==> config.mk <==
export PLATFORM = sky130hd
export DESIGN_NAME = instr_seq_decode
export DESIGN_NICKNAME = d
export VERILOG_FILES = /design/src/rtl/instr_seq_decode.sv
export SDC_FILE = /design/constraint.sdc
export NUM_CORES = 1
export LEC_CHECK = 0
export ABC_CLOCK_PERIOD_IN_PS = 1930
export BUFFER_PORTS_ARGS = -buffer_cell sky130_fd_sc_hd__buf_2
export CAP_MARGIN = 20
export CORE_MARGIN = 2
export CORE_UTILIZATION = 45
export DETAILED_ROUTE_END_ITERATION = 8
export GPL_ROUTABILITY_DRIVEN = 1
export PLACE_DENSITY = 0.8
export SKIP_LAST_GASP = 1
export SYNTH_ARGS = -nofsm -noshare
export SYNTH_HDL_FRONTEND = slang
export SYNTH_SLANG_ARGS = --single-unit
export TNS_END_PERCENT = 10
==> constraint.sdc <==
create_clock -name clk -period 1.93 [get_ports clk]
set_input_delay 0 -clock clk [delete_from_list [all_inputs] [get_ports clk]]
set_output_delay 0 -clock clk [all_outputs]
set_load 0.005 [all_outputs]
==> src/rtl/instr_seq_decode.sv <==
// PIC16F Q-cycle sequencer, program counter and instruction decoder.
// Executes IR while the next word is prefetched; taken branches and skips flush that prefetched word.
module instr_seq_decode #(
    parameter int              PC_W      = 13,
    parameter logic [PC_W-1:0] RESET_VEC = '0
) (
    input  logic            clk,
    input  logic            rst,
    output logic [PC_W-1:0] pm_addr,
    input  logic [13:0]     pm_data,
    output logic [1:0]      q_phase,
    output logic [6:0]      rf_addr,
    output logic [3:0]      alu_op,
    output logic            alu_d,
    output logic            alu_d_wr_en,
    output logic            alu_status_wr_en,
    output logic [2:0]      alu_b_in,
    output logic            alu_lit_sel,
    input  logic            alu_bit_test_res,
    input  logic            alu_out_z,
    input  logic [1:0]      pclath_hi,
    input  logic [PC_W-1:0] stack_top,
    output logic            stack_push,
    output logic            stack_pop,
    output logic [PC_W-1:0] stack_push_data
);

    localparam logic [3:0] ALU_ADD    = 4'd0;
    localparam logic [3:0] ALU_SUB    = 4'd1;
    localparam logic [3:0] ALU_AND    = 4'd2;
    localparam logic [3:0] ALU_OR     = 4'd3;
    localparam logic [3:0] ALU_XOR    = 4'd4;
    localparam logic [3:0] ALU_COM    = 4'd5;
    localparam logic [3:0] ALU_DEC    = 4'd6;
    localparam logic [3:0] ALU_INC    = 4'd7;
    localparam logic [3:0] ALU_PASSLF = 4'd8;
    localparam logic [3:0] ALU_PASSW  = 4'd9;
    localparam logic [3:0] ALU_RLF    = 4'd10;
    localparam logic [3:0] ALU_RRF    = 4'd11;
    localparam logic [3:0] ALU_SWAPF  = 4'd12;
    localparam logic [3:0] ALU_ZERO   = 4'd13;
    localparam logic [3:0] ALU_BC     = 4'd14;
    localparam logic [3:0] ALU_BS     = 4'd15;

    typedef enum logic [1:0] {Q1 = 2'd0, Q2 = 2'd1, Q3 = 2'd2, Q4 = 2'd3} q_t;

    q_t              q, q_next;
    logic [PC_W-1:0] pc, pc_next;
    logic [13:0]     ir;
    logic            flush, flush_next;

    logic dec_wr, dec_st_wr, dec_goto, dec_call, dec_ret, dec_skip_z, dec_skip_bit;
    logic active, skip_taken;

    always_ff @(posedge clk) begin
        if (rst) q <= Q1;
        else     q <= q_next;
    end

    always_comb begin
        q_next = Q1;
        case (q)
            Q1:      q_next = Q2;
            Q2:      q_next = Q3;
            Q3:      q_next = Q4;
            default: q_next = Q1;
        endcase
    end

    // Instruction decode: ALU controls plus the control-flow class of IR
    always_comb begin
        alu_op       = ALU_PASSW;
        alu_d        = ir[7];
        alu_lit_sel  = 1'b0;
        dec_wr       = 1'b0;
        dec_st_wr    = 1'b0;
        dec_goto     = 1'b0;
        dec_call     = 1'b0;
        dec_ret      = 1'b0;
        dec_skip_z   = 1'b0;
        dec_skip_bit = 1'b0;
        casez (ir)
            14'b00_0000_0000_1000,
            14'b00_0000_0000_1001: dec_ret = 1'b1;
            14'b00_0000_1???_????: begin alu_op = ALU_PASSW;  alu_d = 1'b1; dec_wr = 1'b1; end
            14'b00_0001_????_????: begin alu_op = ALU_ZERO;   dec_wr = 1'b1; dec_st_wr = 1'b1; end
            14'b00_0010_????_????: begin alu_op = ALU_SUB;    dec_wr = 1'b1; dec_st_wr = 1'b1; end
            14'b00_0011_????_????: begin alu_op = ALU_DEC;    dec_wr = 1'b1; dec_st_wr = 1'b1; end
            14'b00_0100_????_????: begin alu_op = ALU_OR;     dec_wr = 1'b1; dec_st_wr = 1'b1; end
            14'b00_0101_????_????: begin alu_op = ALU_AND;    dec_wr = 1'b1; dec_st_wr = 1'b1; end
            14'b00_0110_????_????: begin alu_op = ALU_XOR;    dec_wr = 1'b1; dec_st_wr = 1'b1; end
            14'b00_0111_????_????: begin alu_op = ALU_ADD;    dec_wr = 1'b1; dec_st_wr = 1'b1; end
            14'b00_1000_????_????: begin alu_op = ALU_PASSLF; dec_wr = 1'b1; dec_st_wr = 1'b1; end
            14'b00_1001_????_????: begin alu_op = ALU_COM;    dec_wr = 1'b1; dec_st_wr = 1'b1; end
            14'b00_1010_????_????: begin alu_op = ALU_INC;    dec_wr = 1'b1; dec_st_wr = 1'b1; end
            14'b00_1011_????_????: begin alu_op = ALU_DEC;    dec_wr = 1'b1; dec_skip_z = 1'b1; end
            14'b00_1100_????_????: begin alu_op = ALU_RRF;    dec_wr = 1'b1; dec_st_wr = 1'b1; end
            14'b00_1101_????_????: begin alu_op = ALU_RLF;    dec_wr = 1'b1; dec_st_wr = 1'b1; end
            14'b00_1110_????_????: begin alu_op = ALU_SWAPF;  dec_wr = 1'b1; end
            14'b00_1111_????_????: begin alu_op = ALU_INC;    dec_wr = 1'b1; dec_skip_z = 1'b1; end
            14'b01_00??_????_????: begin alu_op = ALU_BC; alu_d = 1'b1; dec_wr = 1'b1; end
            14'b01_01??_????_????: begin alu_op = ALU_BS; alu_d = 1'b1; dec_wr = 1'b1; end
            14'b01_10??_????_????: begin alu_op = ALU_BC; alu_d = 1'b1; dec_skip_bit = 1'b1; end
            14'b01_11??_????_????: begin alu_op = ALU_BS; alu_d = 1'b1; dec_skip_bit = 1'b1; end
            14'b10_0???_????_????: dec_call = 1'b1;
            14'b10_1???_????_????: dec_goto = 1'b1;
            14'b11_00??_????_????: begin alu_op = ALU_PASSLF; alu_lit_sel = 1'b1; alu_d = 1'b0; dec_wr = 1'b1; end
            14'b11_01??_????_????: begin
                alu_op = ALU_PASSLF; alu_lit_sel = 1'b1; alu_d = 1'b0; dec_wr = 1'b1; dec_ret = 1'b1;
            end
            14'b11_1000_????_????: begin alu_op = ALU_OR;  alu_lit_sel = 1'b1; alu_d = 1'b0; dec_wr = 1'b1; dec_st_wr = 1'b1; end
            14'b11_1001_????_????: begin alu_op = ALU_AND; alu_lit_sel = 1'b1; alu_d = 1'b0; dec_wr = 1'b1; dec_st_wr = 1'b1; end
            14'b11_1010_????_????: begin alu_op = ALU_XOR; alu_lit_sel = 1'b1; alu_d = 1'b0; dec_wr = 1'b1; dec_st_wr = 1'b1; end
            14'b11_110?_????_????: begin alu_op = ALU_SUB; alu_lit_sel = 1'b1; alu_d = 1'b0; dec_wr = 1'b1; dec_st_wr = 1'b1; end
            14'b11_111?_????_????: begin alu_op = ALU_ADD; alu_lit_sel = 1'b1; alu_d = 1'b0; dec_wr = 1'b1; dec_st_wr = 1'b1; end
            default: ;
        endcase
    end

    // A flushed cycle still advances PC so the fetch stream stays in order
    always_comb begin
        skip_taken = (dec_skip_z & alu_out_z) | (dec_skip_bit & alu_bit_test_res);
        pc_next    = pc + PC_W'(1);
        flush_next = 1'b0;
        if (!flush) begin
            if (dec_goto || dec_call) begin
                pc_next    = PC_W'({pclath_hi, ir[10:0]});
                flush_next = 1'b1;
            end else if (dec_ret) begin
                pc_next    = stack_top;
                flush_next = 1'b1;
            end else if (skip_taken) begin
                flush_next = 1'b1;
            end
        end
    end

    always_ff @(posedge clk) begin
        if (rst) begin
            pc    <= RESET_VEC;
            ir    <= 14'h0000;
            flush <= 1'b1;
        end else if (q == Q4) begin
            ir    <= pm_data;
            pc    <= pc_next;
            flush <= flush_next;
        end
    end

    assign active           = (q == Q4) && !flush && !rst;
    assign alu_d_wr_en      = active & dec_wr;
    assign alu_status_wr_en = active & dec_st_wr;
    assign stack_push       = active & dec_call;
    assign stack_pop        = active & dec_ret;
    assign stack_push_data  = pc;
    assign pm_addr          = pc;
    assign q_phase          = q;
    assign rf_addr          = ir[6:0];
    assign alu_b_in         = ir[9:7];

endmodule

Word-level counts from Yosys, hierarchy flattened

Cells that the tools add are included.

Register bits after elaboration: 30

Bitwise operators: 7
Reduce and logical (&&, ||, !) cells: 23
Equal/unequal tests: 34
Mux-type cells: 18
Add/sub/neg operators: 1

Operators with widths:

| cell                                                  | count |
|---|---|
| case mux 4 bit (15 select lines)                      | 1 |
| equality test 6 x 4 -> 1 bit (second input constant)  | 8 |
| 2-to-1 mux 13 bit                                     | 3 |
| equality test 14 x 4 -> 1 bit (second input constant) | 2 |
| OR reduction 25 bit                                   | 1 |
| equality test 6 x 3 -> 1 bit (second input constant)  | 4 |
| OR reduction 2 bit                                    | 11 |
| equality test 6 bit (second input constant)           | 3 |
| OR reduction 17 bit                                   | 1 |
| equality test 4 x 3 -> 1 bit (second input constant)  | 4 |
| adder 13 x 1 -> 13 bit (second input constant)        | 1 |
| equality test 6 x 2 -> 1 bit (second input constant)  | 2 |
| 2-to-1 mux 1 bit                                      | 12 |
| equality test 5 bit (second input constant)           | 2 |
| equality test 4 bit (second input constant)           | 2 |
| equality test 7 x 1 -> 1 bit (second input constant)  | 1 |
| OR reduction 7 bit                                    | 1 |
| bitwise AND 1 bit                                     | 6 |
| equality test 3 bit (second input constant)           | 2 |
| equality test 6 x 1 -> 1 bit (second input constant)  | 1 |
| case mux 2 bit (3 select lines)                       | 1 |
| OR reduction 3 bit                                    | 2 |
| OR reduction 5 bit                                    | 1 |
| equality test 2 bit (second input constant)           | 2 |
| 7 further kinds                                       | 9 |

Depth between registers and ports, before layout

Depth in word-level cells: 9
Mapped depth: 8
Mapped depth without buffers: 6

Worst setup path after synthesis

Ideal clock, no wire load.

Path kind: reg-to-reg
Start point: reg pc[3] (netlist: pm_addr[3])
End point: reg pc[11] (netlist: pm_addr[11])
Library setup time: 77 ps
Arrival: 1732 ps
Cell stages (with the launch flop): 7
Setup slack: 122 ps
Period minus slack after synthesis: 1808 ps
Cells stage by stage: dfxtp_1 buf_2 nand3_4 or4_4 mux2i_1 a211o_1 a41oi_2

Longest elaborated chain between the ends: 4

RTL lines:

| item                     | line | source |
|---|---|---|
| from (decl)              | 48   | `logic [PC_W-1:0] pc, pc_next;` |
| from (signal assigned)   | 145  | `pc <= pc_next;` |
| adder 13 x 1 -> 13 bit * | 123  | `pc_next = pc + PC_W'(1);` |
| 2-to-1 mux 13 bit        | 129  | `end else if (dec_ret) begin` |
| 2-to-1 mux 13 bit        | 126  | `if (dec_goto \|\| dec_call) begin` |
| 2-to-1 mux 13 bit *      | 125  | `if (!flush) begin` |

Every way passes the cells marked *; elsewhere a longest branch is shown, timed or not.
A chain may end at the register's enable or synchronous reset.

Final worst setup path

Start point: reg pc[10] (netlist: pm_addr[10])
End point: reg pc[11] (netlist: pm_addr[11])

Same word-level chain as after synthesis.

==> reports/metrics.cfg <==
[drt]
first_pass_iters = 6
avgViaCountPerCell = 5.64
drt_iter0_drc = 345
ant_nets = 0
wirelength_um = 7400
vias = 2734
detail_route.drc_violations = 0
avgRoutedWirePerCell_um = 15.3

[synth]
syn_inst = 324
synthFlopType = dfxtp_1
yosys-top-cells-area = dfxtp_1, mux2i_1, buf_4, nor2_1, o21ai_0
synth_top_area_cell = dfxtp_1
synth_warnings = 0
synth_edf_count = 0
synth_seq_area_share = 0.245
synthTopCellsByCount = nor2_1, dfxtp_1, buf_4, mux2i_1, nand2_1
synth_seq_cells = 30
netlist.area_leader.share = 0.245
synth_area_mm2 = 0.00245
synth_nets = 361
yosysMostFrequentCell = nor2_1
ys_types = 55
synthArstFlopShare = 0
synth_area_per_cell_um2 = 7.56

[placed_design]
place.port_buffers = 80
gp_congestion = 0.912
dpl.hpwl_um = 5200

[sta]
hold_slack_ps = 3.99
drv_slew = 0
grt_setup_unrepaired = no
finalHoldViolations = 0
fin_tns_setup_ps = 0
fin_skew_ps = 8.55
timing.fmax_mhz = 548
worst_slew_pin_slew_ps = 461
period_share = 0.945
setup_violations = 0
finalCriticalPeriod_ps = 1820
slew-limit-headroom = 0.692

[floorplan]
die_w_um = 77.8
rows = 26
die_h_um = 77.8
core_mm2 = 0.00517
pin_count = 81
design.die.area_mm2 = 0.00605
start_util = 0.473

[grt]
grt.total_usage = 0.241
grt_pass1_vias = 2510
antenna_found_initial = 0
grt_pass1_wl_um = 11700
grt_overflow = 0
grt_start_max_net_pins = 26

[setup_path]
path_max_fanout = 9
crit_chain = inv_1 > or4_4 > mux2i_1 > a211o_1 > a41oi_2
crit_family = simple AND/OR/NAND/NOR gates
r2r_cells = 5
path_class = flip-flop to flip-flop
crit_buf_inv = 1
worstPathArrival_ps = 2040
crit_required_ps = 2150
cp-start-kind = flip-flop
path_depth = 5
critPathSlowestCell = or4_4
cpPeakStageDelay_ps = 580
endpoint_kind = flip-flop

[run]
cap_viol_max_count = 0

[cells_and_area]
drive_above_1_share = 0.340
fillers = 471
nets = 451
syn_to_final_growth_pct = 31.4
antenna_cells = 0
finish.utilization = 0.622

[cts]
clkSlewWorstSetupHoldPaths_ps = 70
cts-root-buf = clkbuf_8
clock_sinks = 30
postCtsSetupBuffers = 0
clkLatencyLatePin_ps = 290
clockBufferDepth = 2
htreeDepth = 2
cts_tree = done
cts_buffers = 5

[power]
ir_drop_uv = 450
power_mw = 2.07
p_per_area_mw_per_mm2 = 643
leakage_nw = 1.38

[min_path]
hold_path_class = input port to flip-flop
min_path_cells = 3

[outcome]
status = complete, no violations

==> report_power, final <==
part           total, mW  switching [mW]  internal, mW
combinational      0.718           0.381         0.337
clock              0.634           0.255         0.380
sequential         0.717          0.0458         0.672
==> per-stage QoR <==
step / setup WS [ps] / area (um2) / std cells
after floorplan: 122 / 2450 / 324
after global placement: 111 / 2910 / 459
after detailed placement: 44.2 / 2910 / 459
after CTS: 29.9 / 3200 / 485
after global routing: 7.65 / 3220 / 485
final: 106 / 3220 / 485
==> per-layer routing <==
metal / track usage / vias to the layer above / share of wire
li1: - / 1322 / -
met4: 0.0643 / 0 / 0.012
met2: 0.406 / 135 / 0.49
met5: 0 / - / 0
met3: 0.0605 / 12 / 0.076
met1: 0.305 / 1265 / 0.42
==> worst reg2reg max path, delay by kind of cell (launching register included) <==
| kind | cells | cell delay [ps] |
|---|---|---|
| AO/OA/AOI/OAI | 2 | 460 |
| AND/OR/NAND/NOR | 1 | 580 |
| multiplexers | 1 | 140 |
| flip-flops | 1 | 460 |
| buffers and inverters | 1 | 110 |
==> state kept, by name, indices dropped and copies added (netlist names) <==
name,cells
q_phase,2
ir,14
pm_addr,13
flush,1
==> cell usage in the layout (no fill, tap or decap), drive strengths merged, types with 3 or more instances in the layout <==
| master | count |
|---|---|
| nand2 | 24 |
| mux2 | 3 |
| mux2i | 24 |
| nor2 | 36 |
| nor4 | 3 |
| clkbuf | 5 |
| xor2 | 3 |
| a211o | 4 |
| buf | 115 |
| o32ai | 6 |
| o22ai | 7 |
| o21ai | 21 |
| a311oi | 3 |
| dlygate4sd3 | 18 |
| or3 | 4 |
| nand3 | 11 |
| nand2b | 5 |
| dfxtp | 30 |
| a22oi | 3 |
| xnor2 | 5 |
| a21oi | 19 |
| nor2b | 5 |
| nor3 | 13 |
| inv | 10 |
| ha | 4 |
==> cell families (layout without fill, tap and decap cells) <==
kind of cell	Yosys count	in the layout	synth area share
buffers and inverters	60	151	0.138
multiplexers	27	27	0.112
adder cells (fa/ha/maj)	4	4	0.0204
AO/OA/AOI/OAI	84	84	0.230
AND/OR/NAND/NOR	111	111	0.226
flip-flops	30	30	0.245
XOR/XNOR	8	8	0.0286
==> cell type report <==
cell class | count | area, um2 | share of cell area
multi-input cells | 234 | 1530 | 0.474
clock buffers | 5 | 68.8 | 0.0214
inverters | 10 | 37.5 | 0.0117
repair buffers | 133 | 856 | 0.266
flip-flops and latches | 30 | 603 | 0.187
well taps | 70 | 87.6 | 0.0272
clock inverters | 3 | 40.0 | 0.0124
==> timing repair <==
item,CTS,global route
setup endpoints to repair,1,4
hold buffers,18,0
gates resized for setup,1,5
endpoints found under the hold margin,18,0
==> final timing paths <==
kind	from	endpoint	slack [ps]
worst min register to register	ir[6]	ir[6]	550
worst min-delay path	pm_data[3]	ir[3]	4
worst max register to register	pm_addr[10]	pm_addr[11]	110
worst max-delay path	pm_addr[10]	pm_addr[11]	110
Note: power is estimated with default switching activity, not from simulation.
